## config.mk

```make
export PLATFORM = sky130hd
export DESIGN_NAME = line_buffer_ctrl
export DESIGN_NICKNAME = d
export VERILOG_FILES = /design/src/rtl/line_buffer_ctrl.sv
export SDC_FILE = /design/constraint.sdc
export NUM_CORES = 1
export LEC_CHECK = 0
export CAP_MARGIN = 30
export CORE_ASPECT_RATIO = 1.75
export CORE_MARGIN = 1
export CORE_UTILIZATION = 49
export CTS_CLUSTER_DIAMETER = 50
export DETAILED_ROUTE_END_ITERATION = 10
export PLACE_DENSITY = 0.79
export SYNTH_ARGS = -nofsm -noshare
export SYNTH_HDL_FRONTEND = slang
export SYNTH_SLANG_ARGS = --single-unit
```

## constraint.sdc

```tcl
create_clock -name clk -period 2.1 [get_ports clk]
set_clock_uncertainty 0.05 [all_clocks]
set_input_delay 0.315 -clock clk [delete_from_list [all_inputs] [get_ports clk]]
set_output_delay 0.315 -clock clk [all_outputs]
set_load 0.005 [all_outputs]
```

## src/rtl/line_buffer_ctrl.sv

```systemverilog
// line_buffer_ctrl: pixel-stream sequencer for the Sobel line buffers and 3x3 window
//
// Ports:
//     clk, rst       clock, asynchronous active-high reset
//     start_i        one-cycle pulse that arms a frame (honoured only when idle)
//     valid_i        pixel strobe from the source
//     busy_o         a frame is in progress
//     lb_we_o        [0] line buffer 0 write enable, [1] line buffer 1 write enable
//     win_valid_o    the 3x3 window is valid this cycle
//     row_o, col_o   window centre coordinates
//     pad_mask_o     {top, bottom, left, right} border flags of the window centre
//     frame_done_o   one-cycle end-of-frame pulse, aligned with the final window
//
// Build option: define LBC_BORDER_EN for full-frame mode (one window per pixel,
// drained by a FLUSH phase). Without it only interior windows are produced.
module line_buffer_ctrl #(
    parameter int WIDTH  = 640,
    parameter int HEIGHT = 480,
    parameter int CW     = $clog2(WIDTH),
    parameter int RW     = $clog2(HEIGHT)
) (
    input  logic          clk,
    input  logic          rst,
    input  logic          start_i,
    input  logic          valid_i,
    output logic          busy_o,
    output logic [1:0]    lb_we_o,
    output logic          win_valid_o,
    output logic [RW-1:0] row_o,
    output logic [CW-1:0] col_o,
    output logic [3:0]    pad_mask_o,
    output logic          frame_done_o
);
    typedef enum logic [1:0] {IDLE, FILL, RUN, FLUSH} state_t;

    localparam logic [CW-1:0] COL_MAX = CW'(WIDTH - 1);
    localparam logic [RW-1:0] ROW_MAX = RW'(HEIGHT - 1);

    state_t        state_q, state_d;
    logic [CW-1:0] in_col_q, col_d;
    logic [RW-1:0] in_row_q, row_d;
    logic          accept, col_last, frame_last, arm;
    logic          win_d, done_d, busy_d;
    logic [1:0]    we_d;
    logic [3:0]    pad_d;
`ifdef LBC_BORDER_EN
    logic [CW-1:0] out_col_q;
    logic [RW-1:0] out_row_q;
    logic          strobe;
`endif

    always_comb begin
        arm        = state_q == IDLE && start_i;
        accept     = valid_i && (state_q == FILL || state_q == RUN);
        col_last   = in_col_q == COL_MAX;
        frame_last = accept && col_last && in_row_q == ROW_MAX;
`ifdef LBC_BORDER_EN
        // Windows lag the input by WIDTH+1 pixels; the flush strobes drain the tail.
        strobe  = state_q == FLUSH;
        win_d   = strobe || (accept && (in_row_q > RW'(1) || (in_row_q == RW'(1) && in_col_q != '0)));
        row_d   = win_d ? out_row_q : '0;
        col_d   = win_d ? out_col_q : '0;
        pad_d   = win_d ? {out_row_q == '0, out_row_q == ROW_MAX, out_col_q == '0, out_col_q == COL_MAX} : 4'b0;
        done_d  = strobe && out_row_q == ROW_MAX && out_col_q == COL_MAX;
        we_d    = strobe ? 2'b11 : {accept && in_row_q != '0, accept};
        state_d = arm ? FILL :
                  (state_q == FILL && accept && col_last) ? RUN :
                  frame_last ? FLUSH :
                  done_d ? IDLE : state_q;
`else
        // Columns 0 and 1 never complete a window, so nothing straddles a line wrap.
        win_d   = accept && in_row_q >= RW'(2) && in_col_q >= CW'(2);
        row_d   = win_d ? in_row_q - RW'(1) : '0;
        col_d   = win_d ? in_col_q - CW'(1) : '0;
        pad_d   = 4'b0;
        done_d  = frame_last;
        we_d    = {accept && in_row_q != '0, accept};
        state_d = arm ? FILL :
                  (state_q == FILL && accept && col_last) ? RUN :
                  frame_last ? IDLE : state_q;
`endif
        // Busy holds through the frame_done cycle and drops on the one after.
        busy_d = state_d != IDLE || done_d;
    end

    always_ff @(posedge clk or posedge rst) begin
        if (rst) begin
            state_q      <= IDLE;
            in_col_q     <= '0;
            in_row_q     <= '0;
            busy_o       <= 1'b0;
            lb_we_o      <= 2'b0;
            win_valid_o  <= 1'b0;
            row_o        <= '0;
            col_o        <= '0;
            pad_mask_o   <= 4'b0;
            frame_done_o <= 1'b0;
`ifdef LBC_BORDER_EN
            out_col_q    <= '0;
            out_row_q    <= '0;
`endif
        end else begin
            state_q      <= state_d;
            busy_o       <= busy_d;
            lb_we_o      <= we_d;
            win_valid_o  <= win_d;
            row_o        <= row_d;
            col_o        <= col_d;
            pad_mask_o   <= pad_d;
            frame_done_o <= done_d;
            if (arm) begin
                in_col_q <= '0;
                in_row_q <= '0;
            end else if (accept) begin
                in_col_q <= col_last ? '0 : in_col_q + CW'(1);
                in_row_q <= col_last ? in_row_q + RW'(1) : in_row_q;
            end
`ifdef LBC_BORDER_EN
            if (arm) begin
                out_col_q <= '0;
                out_row_q <= '0;
            end else if (win_d) begin
                out_col_q <= out_col_q == COL_MAX ? '0 : out_col_q + CW'(1);
                out_row_q <= out_col_q == COL_MAX ? out_row_q + RW'(1) : out_row_q;
            end
`endif
        end
    end
endmodule

```

# Word level (Yosys, flattened, before mapping)
# Index checks and enable logic that the tools add are counted.
classes:
  n_addsub: 4
  order_cmp: 2
  eq_ne: 4
  n_mux: 11
  reduce_logical: 17
op_table:
  columns: ["op", "count"]
  rows:
  - ["2-to-1 mux 10 bit", 4]
  - ["2-to-1 mux 9 bit", 4]
  - ["adder 10 x 1 -> 10 bit, second input constant", 1]
  - ["equality test 10 bit, second input constant", 1]
  - [">= comparator 10 x 2 -> 1 bit, second input constant", 1]
  - ["subtractor 10 x 1 -> 10 bit, second input constant", 1]
  - ["adder 9 x 1 -> 9 bit, second input constant", 1]
  - ["equality test 9 bit, second input constant", 1]
  - [">= comparator 9 x 2 -> 1 bit, second input constant", 1]
  - ["logical AND 1 bit", 9]
  - ["nonzero test 9 bit", 1]
  - ["subtractor 9 x 1 -> 9 bit, second input constant", 1]
  - ["2-to-1 mux 2 bit", 3]
  - ["nonzero test 2 bit", 3]
  - ["equality test 2 x 1 -> 1 bit, second input constant", 1]
  - ["equality test 2 bit, second input constant", 1]
  - ["zero test 2 bit", 1]
  - ["logical OR 1 bit", 2]
  - ["AND reduction 2 bit", 1]
totals:
  reg_bits: 45

# Longest topological paths before layout
logic_depth:
  ltp_word: 10
  mapped_depth: 8
  ltp_nobuf: 6

# Worst setup path before layout
# No wires, ideal clock.
synth_timing:
  kind: "register to register"
  startpoint: "register state_q[0]"
  endpoint: "register in_row_q[7]"
  setup_time_ns: 0.077
  arrival_ns: 1.912
  required_time_ns: 1.973
  path_slack_ns: 0.061
  stages_incl_launch_ff: 8
  path_buffers: 1
  period_less_slack_ns: 2.039
  path_cell_list: "dfrtp_1 inv_1 ha_1 nand3_1 or3_1 buf_2 or4_1 a21oi_1"
synth_via:
  elab_chain_len: 5
  elab_cells_between_ends: 10
synth_lines:
  columns: ["item", "line", "text"]
  rows:
  - ["start: declaration", "39", "state_t state_q, state_d;"]
  - ["start signal: assignment", "103", "state_q <= state_d;"]
  - ["equality test 2 x 1 -> 1 bit or equality test 2 bit (tied branches)", "54", "accept = valid_i && (state_q == FILL || state_q == RUN);"]
  - ["logical OR 1 bit", "54", null]
  - ["logical AND 1 bit", "54", null]
  - ["nonzero test 2 bit (no line)", null, null]
  - ["AND reduction 2 bit (no line)", null, null]
  - ["end signal: assignment", "116", "in_row_q <= col_last ? in_row_q + RW'(1) : in_row_q;"]
  - ["end: declaration", "41", "logic [RW-1:0] in_row_q, row_d;"]
# Parallel ways exist; a longest one is shown, timed or not.
# A chain may end at the register's enable or synchronous reset.

# Final worst setup path
layout_timing:
  startpoint: "register state_q[0]"
  endpoint: "register in_row_q[6]"
# The elaborated chain is that of the path after synthesis.

==> metrics list <==
- Result of the run: finished clean
- Worst slack, placed: -76.39 ps
- Chip Width: between 50 and 60 um
* Synthesized flop and latch total: 45
* Area share of the leading cell type in the synthesized netlist: 0.4860
- DRC violation total after the first TritonRoute iteration: 56
* Area of all placed cells without fillers: 0.002850 mm^2
- Entering global routing, the biggest net connects 46 pins.
* Maximum cell stage delay along the critical path: 540 ps
* Launch point of the worst reg-to-reg path: state_q[0]
* CTS tree: yes
* Internal cell power: approximately 1.8 mW
- In the final routed layout, each cell accounts on average for between 10 and 15 um.
- In this run, synthesis inferred 0 flip-flops with an integrated enable.
* Fraction of the yosys area taken by sequential cells: 0.4860
- Port buffer count: 27
* Mean cell area of the mapped netlist: ~9.7 um^2
* Global-route wire length before repair: 8066 um
* Crit path arrival time: approximately 2200 ps
* Worst skew pair latency: roughly 300 ps
- Area of the mapped netlist: between 0.002 and 0.0025 mm^2
- Worst reg2reg path depth: 6
- Slowest stage cell, crit path: sky130_fd_sc_hd__or4_1
- Fraction of power consumed by sequential logic: 0.422
- The completed layout was analyzed and its total power is 2.479 mW.
* Worst hold path class: in -> async
- Classification of the worst setup path: reg -> reg
* Hold Violations, Final: 0
* Detailed Place HPWL: roughly 3200 um
- 32 I/O pins were placed.
* VDD IR max: between 0.0005 and 0.0006 V
- In the final layout, the share of cells above drive strength 1 is 0.1470.
- In the finished design, the share of the clock period the worst path needs comes to 0.9672.
* Count of synthesis-stage warnings from yosys: 0
- Vias per inst: ~5.6
* CTS sink count: 45
* Worst-case headroom to the max-slew limit: 0.6269
* Upper clock frequency limit: between 0.4 and 0.5 GHz
- Count of TritonRoute iterations in the first routing pass: 4
* Fraction of power spent switching nets: 0.2916
- Total grt overflow: 0
* Final estimated routing congestion in global placement: 0.8469
* Clock network power share: 0.275
- STA classifies the critical path startpoint as a register.
* Number of max-slew violations in the final report: 0
- Drt drc: 0
- The repair_antennas step left the layout with diodes totalling 0.
- Total number of vias: approximately 1.8k
* Number of H-tree branching levels: 2
- Dividing total power by cell area gives a power density of about 870 mW/mm^2.
* Reg clk slew, reported paths: approximately 80 ps
* Post-CTS Repair Setup Buffers: 0
* Min Clock Period, post-route: ~2000 ps
* Worst setup EP type: register
- # nets final: between 200 and 300
* Post-synthesis to final-layout area growth: 23.00%
* Number of failing setup endpoints in the final timing report: 0
- Area of the die: 0.005019 mm^2
* Worst Setup Slack, final: around 69 ps
- Biggest area consumer among synthesized cells: sky130_fd_sc_hd__dfrtp_1
* Effective utilization at floorplan: 0.5167
* Pleak: roughly 1.3 nW
* Floorplan die height: 92.97 um
* Row cnt: 32
* CTS Buf Count: 5
* Prevailing post-synth register cell: sky130_fd_sc_hd__dfrtp_1
- In the synthesized netlist the async set-or-reset flop fraction comes to 1.000.
- Synthesis produced 240 cells.
- The number of global-route vias before repair came to around 1.8k.
- Critical path peak fanout: 8
* Area of the core region: between 0.004 and 0.005 mm^2
* GR Util All Layers: 0.2149
* Combinational share of power: 0.303
- In this run, distinct cell masters in the synthesized netlist total 37.
- Max-cap violations in this run came to 0.
* Initial antenna violation count: 0
* Setup repair after global routing missed its margin: false
* Ordered list of cells on the worst path: inv_1, ha_4, nand3_1, or3_4, or4_1, a21oi_2
- After detailed placement, the total cell area comes to about 0.0027 mm^2.
* Final routed wirelength across all metal layers: 4544 um
- Startpoint of the worst setup timing path: state_q[0]
* Cells taking the most area after synthesis: sky130_fd_sc_hd__dfrtp_1, sky130_fd_sc_hd__xnor2_1, sky130_fd_sc_hd__nor2_1
- Clock root cell: sky130_fd_sc_hd__clkbuf_8
* Required time of the critical path: 2280 ps
- For this design the total switching power over the nets is 0.7229 mW.
- In this run the remaining antenna-violating nets after routing total 0.
- Max Buffers Root-to-Sink: 2
* Slew of the pin with the lowest slew margin: 559.6 ps
-- stage by stage --
step,cells,utilization,TNS (ps),hold slack (ps)
floorplan,243,-,0,406.5
global placement,322,0.6041,-33.93,439.2
detailed placement,322,0.6041,-147.1,451.0
CTS,330,0.6320,0,433.9
global route,330,0.6356,0,497.6
finish,330,0.6356,0,405.9
-- what timing repair did --
| action | 4_1_cts | 5_1_grt |
|---|---|---|
| endpoints found under the setup margin | 1 | 2 |
| gates resized for setup | 1 | 2 |
| endpoints found under the hold margin | 0 | 0 |
| hold buffers | 0 | 0 |
-- registers in the layout, summed over array words and instances, names as in the netlist --
| name | cells |
|---|---|
| state_q | 2 |
| col_o | 10 |
| in_col_q | 10 |
| frame_done_o | 1 |
| busy_o | 1 |
| win_valid_o | 1 |
| row_o | 9 |
| in_row_q | 9 |
| lb_we_o | 2 |
-- metal layers --
layer | vias up | track usage | share of wire
met3 | 11 | 0.02764 | 0.037
met5 | - | 0 | 0
met1 | 891 | 0.2601 | 0.40
met4 | 0 | 0.1026 | 0.026
li1 | 876 | - | -
met2 | 56 | 0.3611 | 0.53
-- placed cells by master (no fill, tap or decap), drive strengths merged, types with 4 or more instances in the layout --
master,count
clkdlybuf4s50,27
nor3,9
xor2,6
dfrtp,45
ha,9
o31ai,4
buf,22
nor2,35
nand3,11
xnor2,16
clkbuf,6
nor4,5
a21oi,10
nand2,19
nand4,9
or4,4
conb,4
inv,11
-- path summary, 6_finish.rpt --
kind / endpoint / slack [ps]
worst max-delay path: in_row_q[6] / 70
worst min-delay path: row_o[2] / 410
worst max register to register: in_row_q[6] / 70
worst min register to register: state_q[0] / 480
max in group asynchronous: in_col_q[2] / 1210
min in group clk: state_q[0] / 480
-- power by group through the flow --
| stage | registers, mW | clock network (mW) | logic (mW) |
|---|---|---|---|
| floorplan | 1.07 | 0 | 0.433 |
| global placement | 1.06 | 0 | 0.729 |
| detailed placement | 1.07 | 0 | 0.744 |
| CTS | 1.05 | 0.692 | 0.751 |
| global route | 1.06 | 0.726 | 0.837 |
| finish | 1.05 | 0.682 | 0.751 |
-- layout make-up --
cell class	count	area [um^2]
fillers	371	1634
clock buffers	6	82.58
inverters	11	41.29
repair buffers	49	435.4
multi-input cells	166	1064
clock inverters	2	37.54
flip-flops and latches	45	1126
well taps	51	63.81
-- synth_stat cells, types with 6 or more instances --
cell,number
sky130_fd_sc_hd__nand3_1,11
sky130_fd_sc_hd__a21oi_1,10
sky130_fd_sc_hd__nor2_1,35
sky130_fd_sc_hd__inv_1,11
sky130_fd_sc_hd__xnor2_1,16
sky130_fd_sc_hd__nand4_1,8
sky130_fd_sc_hd__dfrtp_1,45
sky130_fd_sc_hd__buf_4,9
sky130_fd_sc_hd__clkbuf_1,7
sky130_fd_sc_hd__nand2_1,19
sky130_fd_sc_hd__nor3_1,8
sky130_fd_sc_hd__ha_1,9
sky130_fd_sc_hd__xor2_1,6
-- worst max-delay path, delay by kind of cell (launching register included) --
kind / cells / cell delay (ps)
AND/OR/NAND/NOR: 3 / 1000
flip-flops: 1 / 380
AO/OA/AOI/OAI: 1 / 160
adder cells (fa/ha/maj): 1 / 280
buffers and inverters: 1 / 100
-- kinds of logic (layout without fill, tap and decap cells) --
| family | after synthesis | after routing | synth area share |
|---|---|---|---|
| other cells | 1 | 4 | 0.001618 |
| compound gates | 26 | 26 | 0.07128 |
| fa+ha+maj | 9 | 9 | 0.04860 |
| buf+inv | 32 | 68 | 0.07235 |
| flops | 45 | 45 | 0.4860 |
| simple gates | 105 | 105 | 0.2371 |
| xor+xnor | 22 | 22 | 0.08315 |
(Power assumes the default switching activity.)
